[config.mk]
export PLATFORM = sky130hd
export DESIGN_NAME = sprite_write_arbiter
export DESIGN_NICKNAME = d
export VERILOG_FILES = /design/src/rtl/sprite_write_arbiter.sv
export SDC_FILE = /design/constraint.sdc
export NUM_CORES = 1
export LEC_CHECK = 0
export BUFFER_PORTS_ARGS = -buffer_cell sky130_fd_sc_hd__clkbuf_2
export CELL_PAD_IN_SITES_DETAIL_PLACEMENT = 0
export CELL_PAD_IN_SITES_GLOBAL_PLACEMENT = 1
export CORE_MARGIN = 5
export CORE_UTILIZATION = 29
export CTS_CLUSTER_DIAMETER = 80
export DETAILED_ROUTE_END_ITERATION = 7
export PLACE_DENSITY = 0.91
export SYNTH_ARGS = -nofsm -noshare
export SYNTH_HDL_FRONTEND = slang
export SYNTH_SLANG_ARGS = --single-unit
[constraint.sdc]
create_clock -name sram_clk -period 2.8 [get_ports sram_clk]
set_input_delay 0.56 -clock sram_clk [delete_from_list [all_inputs] [get_ports sram_clk]]
set_output_delay 0.56 -clock sram_clk [all_outputs]
set_load 0.005 [all_outputs]
[src/rtl/sprite_write_arbiter.sv]
// Round-robin arbiter feeding one pixel per two-cycle SRAM write slot.
// Off-screen and transparent pixels still consume their slot but never strobe a write.
module sprite_write_arbiter #(
    parameter int          N_REQ       = 3,
    parameter logic [15:0] TRANSPARENT = 16'hF81F
) (
    input  logic                  sram_clk,
    input  logic                  reset_n,
    input  logic                  draw_enable,
    input  logic [N_REQ-1:0]      req_valid,
    input  logic [10*N_REQ-1:0]   req_x,
    input  logic [10*N_REQ-1:0]   req_y,
    input  logic [16*N_REQ-1:0]   req_data,
    output logic [N_REQ-1:0]      req_ready,
    output logic [9:0]            program_x,
    output logic [9:0]            program_y,
    output logic [15:0]           program_data,
    output logic                  program_write,
    output logic                  idle
);

    localparam int IDX_W = (N_REQ > 1) ? $clog2(N_REQ) : 1;

    typedef enum logic [1:0] {IDLE, HOLD0, HOLD1} state_t;

    state_t           state;
    logic [IDX_W-1:0] last_grant;
    logic [IDX_W-1:0] winner;
    logic [IDX_W-1:0] win_hi;
    logic [IDX_W-1:0] win_lo;
    logic             found_hi;
    logic             found_lo;
    logic             grant;
    logic [9:0]       win_x;
    logic [9:0]       win_y;
    logic [15:0]      win_data;
    logic             pixel_visible;

    // Round-robin: prefer the lowest valid index above last_grant, else wrap to the lowest valid index.
    always_comb begin
        // NOTE: every combinational output gets a default first so no path can infer a latch.
        found_hi = 1'b0;
        found_lo = 1'b0;
        win_hi   = '0;
        win_lo   = '0;
        for (int i = 0; i < N_REQ; i++) begin
            if (req_valid[i]) begin
                if (!found_hi && (i > int'(last_grant))) begin
                    found_hi = 1'b1;
                    win_hi   = IDX_W'(i);
                end
                if (!found_lo) begin
                    found_lo = 1'b1;
                    win_lo   = IDX_W'(i);
                end
            end
        end
        winner = found_hi ? win_hi : win_lo;
    end

    always_comb begin
        win_x    = '0;
        win_y    = '0;
        win_data = '0;
        for (int i = 0; i < N_REQ; i++) begin
            if (IDX_W'(i) == winner) begin
                win_x    = req_x[10*i +: 10];
                win_y    = req_y[10*i +: 10];
                win_data = req_data[16*i +: 16];
            end
        end
    end

    // reset_n gates grant so req_ready is low for the whole time reset is held.
    assign grant = reset_n && draw_enable && found_lo && ((state == IDLE) || (state == HOLD1));

    always_comb begin
        req_ready = '0;
        if (grant) begin
            req_ready[winner] = 1'b1;
        end
    end

    assign pixel_visible = (win_x < 10'd640) && (win_y < 10'd480) && (win_data != TRANSPARENT);
    assign idle          = (state == IDLE) && (req_valid == '0);

    always_ff @(posedge sram_clk or negedge reset_n) begin
        // NOTE: sequential state uses non-blocking assignments so every register samples pre-edge values.
        if (!reset_n) begin
            state         <= IDLE;
            last_grant    <= IDX_W'(N_REQ - 1);
            program_x     <= '0;
            program_y     <= '0;
            program_data  <= '0;
            program_write <= 1'b0;
        end else begin
            case (state)
                IDLE, HOLD1: begin
                    if (grant) begin
                        state         <= HOLD0;
                        last_grant    <= winner;
                        program_x     <= win_x;
                        program_y     <= win_y;
                        program_data  <= win_data;
                        program_write <= pixel_visible;
                    end else begin
                        state         <= IDLE;
                        program_write <= 1'b0;
                    end
                end
                HOLD0: begin
                    state <= HOLD1;
                end
                default: begin
                    state         <= IDLE;
                    program_write <= 1'b0;
                end
            endcase
        end
    end

endmodule

Word level (Yosys, flattened, before mapping):

Index checks and enable logic that the tools add are counted.

* word-level logic and storage cells: 64
* output and inout bits: 41
* input bits: 114
* flip-flop bits (word level): 41

* equality and inequality tests: 5
* reduce and logical (&&, ||, !) cells: 15
* multiplexer cells: 32
* $lt $le $gt $ge: 6

Operators with widths (number)
* $mux 10: 6
* $mux 16: 3
* $ne 16x16->1 const B: 1
* $mux 1: 14
* $lt 10x10->1 const B: 1
* $lt 10x9->1 const B: 1
* $mux 2: 5
* $logic_and 1x1->1: 8
* $logic_not 2->1: 2
* $pmux 2 s2: 1
* $logic_not 3->1: 1
* $lt 2x3->1 const B: 1
* $mux 3: 1
* $demux 1 s2: 1
* $eq 1x2->1 const A: 1
* $eq 2x1->1 const B: 1
* $eq 2x2->1 const A: 1
* $eq 2x2->1 const B: 1
* $ge 2x1->1 const B: 1
* $gt 1x2->1 const A: 1
* $gt 2x2->1 const A: 1
* $pmux 1 s2: 1
* $reduce_and 2->1: 1
* $reduce_or 2->1: 1
* other kinds (2): 2

Depth between registers and ports, before layout:

Gate-level depths: netlist of run 1.

* word-level depth: 17
* depth in mapped cells: 8

Worst setup path before layout of run 1:

No wires, ideal clock.

* kind: input to output
* start point: in req_valid[1]
* end point: out req_ready[0]
* path buffers: 2
* data arrival time: 1.679 ns
* stages on the path: 6
* required time: 2.240 ns
* path slack: 0.561 ns
* path through: clkbuf_1 or3_1 nand4b_1 inv_2 clkbuf_1 and2_1

* longest elaborated chain between the ends: 11
* elaborated cells on any way between the ends: 22
* those cells by class: order compare (2); mux (15); reduce/logical (5)

Ends and longest elaborated chain
* start: declaration: line 10 `input logic [N_REQ-1:0] req_valid,`
* $mux 1: line 47 `if (req_valid[i]) begin`
* $logic_not 1->1: line 48 `if (!found_hi && (i > int'(last_grant))) begin`
* $logic_and 1x1->1: line 48
* $mux 2 or $mux 1 (tied branches): line 48
* $mux 2 or $mux 1 (tied branches): line 47
* $mux 2: line 58 `winner = found_hi ? win_hi : win_lo;`
* $lt 2x3->1 (implied by the code) or $ge 2x1->1 (tied branches): line 80 `req_ready[winner] = 1'b1;`
* $logic_and 1x1->1 (implied by the code): line 80
* $mux 1 (implied by the code): line 80
* $demux 1 s2: line 80
* $mux 3 *: line 79 `if (grant) begin`
* end: declaration: line 14 `output logic [N_REQ-1:0] req_ready,`

Mark *: on every way between the ends. The rest lies on a longest branch, timed or not.

Worst setup path after layout of run 1:

* start point: reg last_grant[1]
* end point: out req_ready[0]

* longest elaborated chain between the ends: 13
* elaborated cells on any way between the ends: 19
* those cells by class: order compare (4); mux (12); reduce/logical (3)

Ends and longest elaborated chain
* start: declaration: line 27 `logic [IDX_W-1:0] last_grant;`
* start signal: assignment: line 91 `last_grant <= IDX_W'(N_REQ - 1);`
* start signal: assignment: line 101 `last_grant <= winner;`
* $gt 1x2->1: line 48
* $mux 1: line 48
* $mux 1: line 47
* $logic_not 1->1: line 48
* $logic_and 1x1->1: line 48
* $mux 2 or $mux 1 (tied branches): line 48
* $mux 2 or $mux 1 (tied branches): line 47
* $mux 2 *: line 58
* $lt 2x3->1 (implied by the code) or $ge 2x1->1 (tied branches): line 80
* $logic_and 1x1->1 (implied by the code): line 80
* $mux 1 (implied by the code): line 80
* $demux 1 s2 *: line 80
* $mux 3 *: line 79

Marked as above.

==> impl_results.md, run 1 <==
- Tightest Pin Transition: between 0.6 and 0.7 ns
- Clock tree from TritonCTS: yes
- Top cells by area, synth: dfrtp_1 (42%), nand2_1 (9.3%), a31oi_1 (4.2%)
- Number of buffers on the longest clock path: 2
- Post-DP HPWL: 7.32 mm
- Required time of the critical path: 2.24 ns
- Most instantiated flip-flop cell in the synthesis netlist: dfrtp_1
- Initial antenna violation count: 0
- Peak ir drop on the vdd network: 0.216 mV
- Setup crit start kind: register
- Reg2Reg Capture Point: program_write$_DFFE_PN0N_
- Effective utilization at floorplan: 0.294
- Maximum fanout along the worst path: 14
- Cell family with the largest share of critical-path delay: flip-flops
- Status: finished, final reports clean
- Source-to-sink clock delay at the later pin of the worst-skew pair: 0.29 ns
- Final cycle utilization of the critical path: 0.860
- Count of final hold-check violations: 0
- Number of max-slew violations in the final report: 0
- Relative slew slack: 0.542
- Cell with the largest stage delay on the worst path: dfstp_2
- Synthesis-stage register bit count: 41
- Buffer and inverter count on the worst path: 2
- Height of the die: between 100 and 150 um
- TritonCTS buffer count: 5
- Share of cells above drive strength 1: 0.439
- Final period demand of the worst path: 2.41 ns
- Core ar.: about 0.0081 mm2
- Final cell count without fillers: 531
- Remaining antenna violation count: 0
- Worst Slack Setup Final: 0.393 ns
- Post-layout nets: between 500 and 600
- Count of maximum capacitance violations: 0
- Boundary pin count: 155
- Warnings, synthesis: 0
- Unrepaired setup endpoints after global routing: no
- Hold-fix buffers at CTS: 0
- Routed WL: 9.12 mm
- Maximum number of pins on one net before global-route repair: between 40 and 50
- Mapped Avg Cell Area: 8.62 um2
- Share of the synthesized area in the top cell type: 0.419
- Wire length of the first global-routing pass: 13.7 mm
- Global routing usage summed across all routing layers: 0.174
- Maximum single-stage delay on the critical path: about 0.60 ns
- Area of combinational cells with multiple inputs: 0.00126 mm2
- Post-cts resize count: 0
- Postcts setup bufs: 0
- Setup slack of the worst register-to-register path: 0.44 ns
- Area of placed instances: approximately 0.0033 mm2
- Critical Path AT: 1.85 ns
- Antenna cells: 0
- Leakage component of the power: roughly 1.7 nW
- Growth of design area from synthesis to finish: 41.0%
- Ratio of total power to cell area: 594 mW/mm2
- Flip-flop and latch area: 0.00103 mm2
- Synthesized net count: roughly 400
- Residual DRC: 0
- Peak-usage layer in the global routing report: met2
- Setup Viol. Count Final: 0
- Crit path capture type: primary output
- Fill cell instance count of the final layout: roughly 850
- Initial detailed-routing violation count: 42
- Met3 global-route usage: 0.0374
- Pre-Repair DR Iteration Count: 5
- TNS Setup: 0 ns
- Capturing element of the worst setup path: req_ready[0]
- Number of enable-type register cells in the synthesized netlist: 0
- Via count: roughly 2800
- Post-route worst hold slack: 0.419 ns
- Gate count of the mapped netlist: 277
- Library cells used by synthesis: 50
- Sequential share of the synthesized area: 0.430
- Start point of the critical path: last_grant[1]$_DFFE_PN1P_
- Die ar.: between 0.01 and 0.015 mm2
- Clock tree sinks: ~40
- Via count of the first global-routing pass: between 2000 and 3000
- Fraction of registers with async set or reset after synthesis: 1.00
- Die X-Extent: around 100 um
- Max Freq: slightly above 0.4 GHz
- Post-DR wirelength/cell: 17.2 um
- Worst R2R Path Depth: 6
- Cell Area, Synth: between 0.002 and 0.0025 mm2
- Launching point of the worst reg2reg path: last_grant[1]$_DFFE_PN1P_
- Total stage count of the critical path: 5
- PortBufs: between 150 and 200
- Row cnt: 33
- Residual overflow from global routing: 0
- Critical path cell sequence: o2bb2ai_1, or2_1, buf_4, and2_1, clkbuf_2
- Min-Delay Path Class: input port to async pin
- Via density per instance: 5.20
- Post-placement setup slack: 0.266 ns
- Kind of critical path: register to primary output
- Dpl cells: 524
- Global routing usage on met2: 0.305
- Final weighted congestion in routability-driven placement: 0.886
- Max H-tree Level: 2
- Post-route cell area: around 0.0034 mm2
- Top cell type by total area after synthesis: dfrtp_1
- Clk Tree Root Cell: clkbuf_8
- Global routing usage on met1: 0.214
- Max Clock Skew: 0.00834 ns
- Clock-pin slew on the worst setup and hold paths: 0.08 ns
## final cells by class
type	count	area share
multi-input cells	213	0.375
flip-flops and latches	41	0.305
repair buffers	163	0.253
well taps	105	0.0390
clock buffers	7	0.0256
inverters	2	0.00223
## registers in the layout, summed over array words and instances, names as in the netlist
signal,cells
program_write,1
program_data,16
program_x,10
last_grant,2
program_y,10
state,2
## cell families (layout without fill, tap and decap cells)
kind of cell	after synthesis	in the layout	share of synthesized area
compound gates	95	95	0.294
buf+inv	23	172	0.0456
flops	41	41	0.430
mux	4	4	0.0189
simple gates	114	114	0.212
## worst min path at each step
stage | start | cells past startpoint | to
floorplan | reset_n | 0 | last_grant[0]$_DFFE_PN0P_
global placement | state[1]$_DFF_PN0_ | 1 | state[1]$_DFF_PN0_
detailed placement | state[1]$_DFF_PN0_ | 1 | state[1]$_DFF_PN0_
CTS | reset_n | 2 | program_y[6]$_DFFE_PN0P_
global route | reset_n | 2 | program_x[7]$_DFFE_PN0P_
finish | reset_n | 2 | program_x[7]$_DFFE_PN0P_
## metrics by stage
stage | power (mW) | utilization
3_5_place_dp | 1.63 | 0.403
5_1_grt | 2.14 | 0.414
3_3_place_gp | 1.61 | 0.403
6_report | 2.00 | 0.414
2_1_floorplan | 1.25 | -
4_1_cts | 2.03 | 0.414
## report_power, final
part	switching (mW)	leakage, nW	internal (mW)
sequential	0.0834	0.492	0.737
clock	0.198	0.0443	0.196
combinational	0.427	1.17	0.361
total	0.708	1.71	1.29
## cells in the mapped netlist, types with 2 or more instances
| library cell | instances |
|---|---|
| nand2_1 | 59 |
| dfrtp_1 | 40 |
| nor2_1 | 25 |
| o21ai_0 | 17 |
| a31oi_1 | 16 |
| a22oi_1 | 12 |
| clkbuf_1 | 9 |
| a21oi_1 | 7 |
| a221o_1 | 6 |
| and2_1 | 6 |
| o211ai_1 | 6 |
| buf_2 | 5 |
| nand2b_1 | 5 |
| nand3_1 | 5 |
| a211oi_1 | 4 |
| a221o_2 | 4 |
| buf_1 | 4 |
| mux2_2 | 4 |
| nor4_1 | 3 |
| a21o_1 | 2 |
| a21o_2 | 2 |
| a221oi_1 | 2 |
| a311o_1 | 2 |
| buf_6 | 2 |
| nand4_1 | 2 |
| nor3_1 | 2 |
| o2bb2ai_1 | 2 |
| o31ai_1 | 2 |
## layout by cell type, fill, tap and decap left out, drive strengths merged, types with 6 or more instances in the layout
cell,instances
a22oi,12
nand2,59
buf,9
a21oi,8
a221o,10
nor2,25
and2,6
o21ai,18
clkbuf,161
dfrtp,40
a31oi,16
o211ai,6
## per-layer routing
layer  up-vias  wire, um
li1       1315         -
met1      1311      3690
met2       118      4570
met3        15       722
met4         0       141
met5         -         0
(Power assumes the default switching activity.)
==> inputs of run 2 (changes only) <==
- CORE_ASPECT_RATIO: unset -> 0.5
==> run 2 against run 1 <==
Against the previous run:
- largest power group unchanged
- non-clock buffer count decreased by 3
- final cell count grew 0.94%
- first-iteration DRC count increased to 4.0 times the previous value
- register-to-register slack improved by 0.16 ns
- sequential share of layout area down 0.34 points
- combinational power decreased by 2.9%
- clock skew shrank 0.0026 ns
- fmax decreased by 1.7%
- core utilization rose by 1.2 points
- wire length is 1.3% lower
- largest cell class unchanged
==> impl_results.md, run 2 (synthesis gave the netlist of run 1 again) <==
- Via density per instance: 4.99 (was 5.20)
- Routed WL: 9.00 mm (was 9.12 mm)
- Maximum fanout along the worst path: 14 (unchanged)
- Via count: 2676 (was 2759)
- Largest register FFs: 16 (unchanged)
- PortBufs: 154 (unchanged)
- Core ar.: 0.00800 mm2 (was 0.00813 mm2)
- Via count of the first global-routing pass: 2738 (was 2788)
- Remaining antenna violation count: 0 (unchanged)
- Post-layout nets: 537 (was 540)
- Pre-Repair DR Iteration Count: 5 (unchanged)
- Commonest cells after routing, fill and taps aside: clkbuf_2 (154), nand2_1 (59), dfrtp_1 (40) (unchanged)
- TNS Setup: 0 ns (unchanged)
- Relative slew slack: 0.636 (was 0.542)
- Required time of the critical path: 2.24 ns (about the same)
- Initial antenna violation count: 0 (unchanged)
- Maximum number of pins on one net before global-route repair: 42 (unchanged)
- TritonCTS buffer count: 5 (unchanged)
- Registers with the highest flip-flop counts: program_data (16), program_x (10), program_y (10) (unchanged)
- Max Freq: 0.409 GHz (was 0.415 GHz)
- Count of final hold-check violations: 0 (unchanged)
- Final weighted congestion in routability-driven placement: 0.804 (was 0.886)
- Flip-flop and latch area: 0.00103 mm2 (unchanged)
- Effective utilization at floorplan: 0.299 (was 0.294)
- Kind of critical path: input port to primary output (was register to primary output)
- Register ranked first by flip-flop count: program_data (unchanged)
- Fill cell instance count of the final layout: 839 (was 853)
- Height of the die: 74.2 um (was 101 um)
- Setup Viol. Count Final: 0 (unchanged)
- Source-to-sink clock delay at the later pin of the worst-skew pair: 0.29 ns (about the same)
- Max Clock Skew: 0.00578 ns (was 0.00834 ns)
- Count of maximum capacitance violations: 0 (unchanged)
- Worst Slack Setup Final: 0.352 ns (was 0.393 ns)
- Die X-Extent: 138 um (was 101 um)
- Peak ir drop on the vdd network: 0.225 mV (was 0.216 mV)
- Cell seen most often among critical-path stages: clkbuf_2
- Unrepaired setup endpoints after global routing: no (unchanged)
- Most common library cell in the layout ignoring fill and taps: clkbuf_2 (unchanged)
- Area of combinational cells with multiple inputs: 0.00125 mm2 (was 0.00126 mm2)
- Setup slack of the worst register-to-register path: 0.60 ns (was 0.44 ns)
- Tightest Pin Transition: 0.546 ns (was 0.687 ns)
- Status: finished, final reports clean (unchanged)
- Crit path capture type: primary output (unchanged)
- Share of the core filled with cells: 0.426 (was 0.414)
- Wire length of the first global-routing pass: 13.7 mm (about the same)
- Growth of design area from synthesis to finish: 42.5% (was 41.0%)
- Antenna cells: 0 (unchanged)
- Maximum single-stage delay on the critical path: 0.41 ns (was 0.60 ns)
- Worst R2R Path Depth: 7 (was 6)
- Leakage component of the power: 1.71 nW (about the same)
- Boundary pin count: 155 (unchanged)
- Critical Path AT: 1.89 ns (was 1.85 ns)
- Ratio of total power to cell area: 638 mW/mm2 (was 594 mW/mm2)
- Number of max-slew violations in the final report: 0 (unchanged)
- Final cycle utilization of the critical path: 0.874 (was 0.860)
- Share of cells above drive strength 1: 0.439 (about the same)
- Post-DP HPWL: 7.06 mm (was 7.32 mm)
- Residual overflow from global routing: 0 (unchanged)
- Number of buffers on the longest clock path: 2 (unchanged)
- Clock-pin slew on the worst setup and hold paths: 0.07 ns (was 0.08 ns)
- Area of placed instances: 0.00326 mm2 (was 0.00328 mm2)
- Row cnt: 23 (was 33)
- Clk Tree Root Cell: clkbuf_16 (was clkbuf_8)
- Hold-fix buffers at CTS: 0 (unchanged)
- Clock tree from TritonCTS: yes (unchanged)
- Final period demand of the worst path: 2.45 ns (was 2.41 ns)
- Die ar.: 0.0103 mm2 (was 0.0102 mm2)
- Min-Delay Path Class: input port to async pin (unchanged)
- Global routing usage summed across all routing layers: 0.168 (was 0.174)
- Critical path cell sequence: clkbuf_2, or3_1, nand4b_1, inv_2, and2_1, clkbuf_2 (was o2bb2ai_1, or2_1, buf_4, and2_1, clkbuf_2)
- Dpl cells: 528 (was 524)
- Clock tree sinks: 41 (unchanged)
- Residual DRC: 0 (unchanged)
- Setup crit start kind: input port (was register)
- Initial detailed-routing violation count: 168 (was 42)
- Cell with the largest stage delay on the worst path: or3_1 (was dfstp_2)
- Post-DR wirelength/cell: 16.8 um (was 17.2 um)
- Post-route cell area: 0.00340 mm2 (was 0.00337 mm2)
- Final cell count without fillers: 536 (was 531)
- Max H-tree Level: 2 (unchanged)
- Post-placement setup slack: 0.273 ns (was 0.266 ns)
-- run 2: per-stage QoR --
step / hold slack (ns) / power (mW)
floorplan: 0.264 / 1.25
global placement: 0.443 / 1.59
detailed placement: 0.461 / 1.61
CTS: 0.448 / 2.19
global route: 0.480 / 2.32
finish: 0.416 / 2.17
-- run 2: critical path, delay by kind of cell --
| kind | cells | cell delay (ns) |
|---|---|---|
| and+or+nand+nor | 3 | 0.96 |
| buffers and inverters | 3 | 0.36 |
-- run 2: area by class of cell --
class	count	share of cell area
Sequential cell	41	0.302
Timing Repair Buffer	160	0.243
Clock inverter	3	0.00662
Tap cell	112	0.0412
Multi-Input combinational cell	213	0.368
Clock buffer	5	0.0368
Inverter	2	0.00221
-- run 2: metal layers --
layer  wire length [um]  share of wire  track usage  vias to the layer above
met2               4640           0.52        0.298                       83
met3                560          0.062       0.0443                       14
met4                132          0.015       0.0591                        0
met1               3670           0.41        0.203                     1265
li1                   -              -            -                     1314
met5                  0              0            0                        -
-- run 2: repair_timing --
item | in CTS | in global routing
gates resized for setup | 0 | 1
endpoints found under the hold margin | 0 | 0
endpoints found under the setup margin | 0 | 1
setup buffers | 0 | 0
-- run 2: path summary, 6_finish.rpt --
check / startpoint / endpoint
max: req_valid[1] / req_ready[0]
min: reset_n / program_x[6]$_DFFE_PN0P_
max reg2reg: last_grant[1]$_DFFE_PN1P_ / program_write$_DFFE_PN0N_
min reg2reg: state[1]$_DFF_PN0_ / state[1]$_DFF_PN0_
max in group asynchronous: reset_n / last_grant[1]$_DFFE_PN1P_
min in group sram_clk: state[1]$_DFF_PN0_ / state[1]$_DFF_PN0_
-- run 2: power by group --
| part | total [mW] | switching [mW] | internal [mW] |
|---|---|---|---|
| Clock | 0.584 | 0.254 | 0.330 |
| Sequential | 0.823 | 0.0848 | 0.738 |
| Combinational | 0.764 | 0.411 | 0.353 |
| Total | 2.17 | 0.750 | 1.42 |
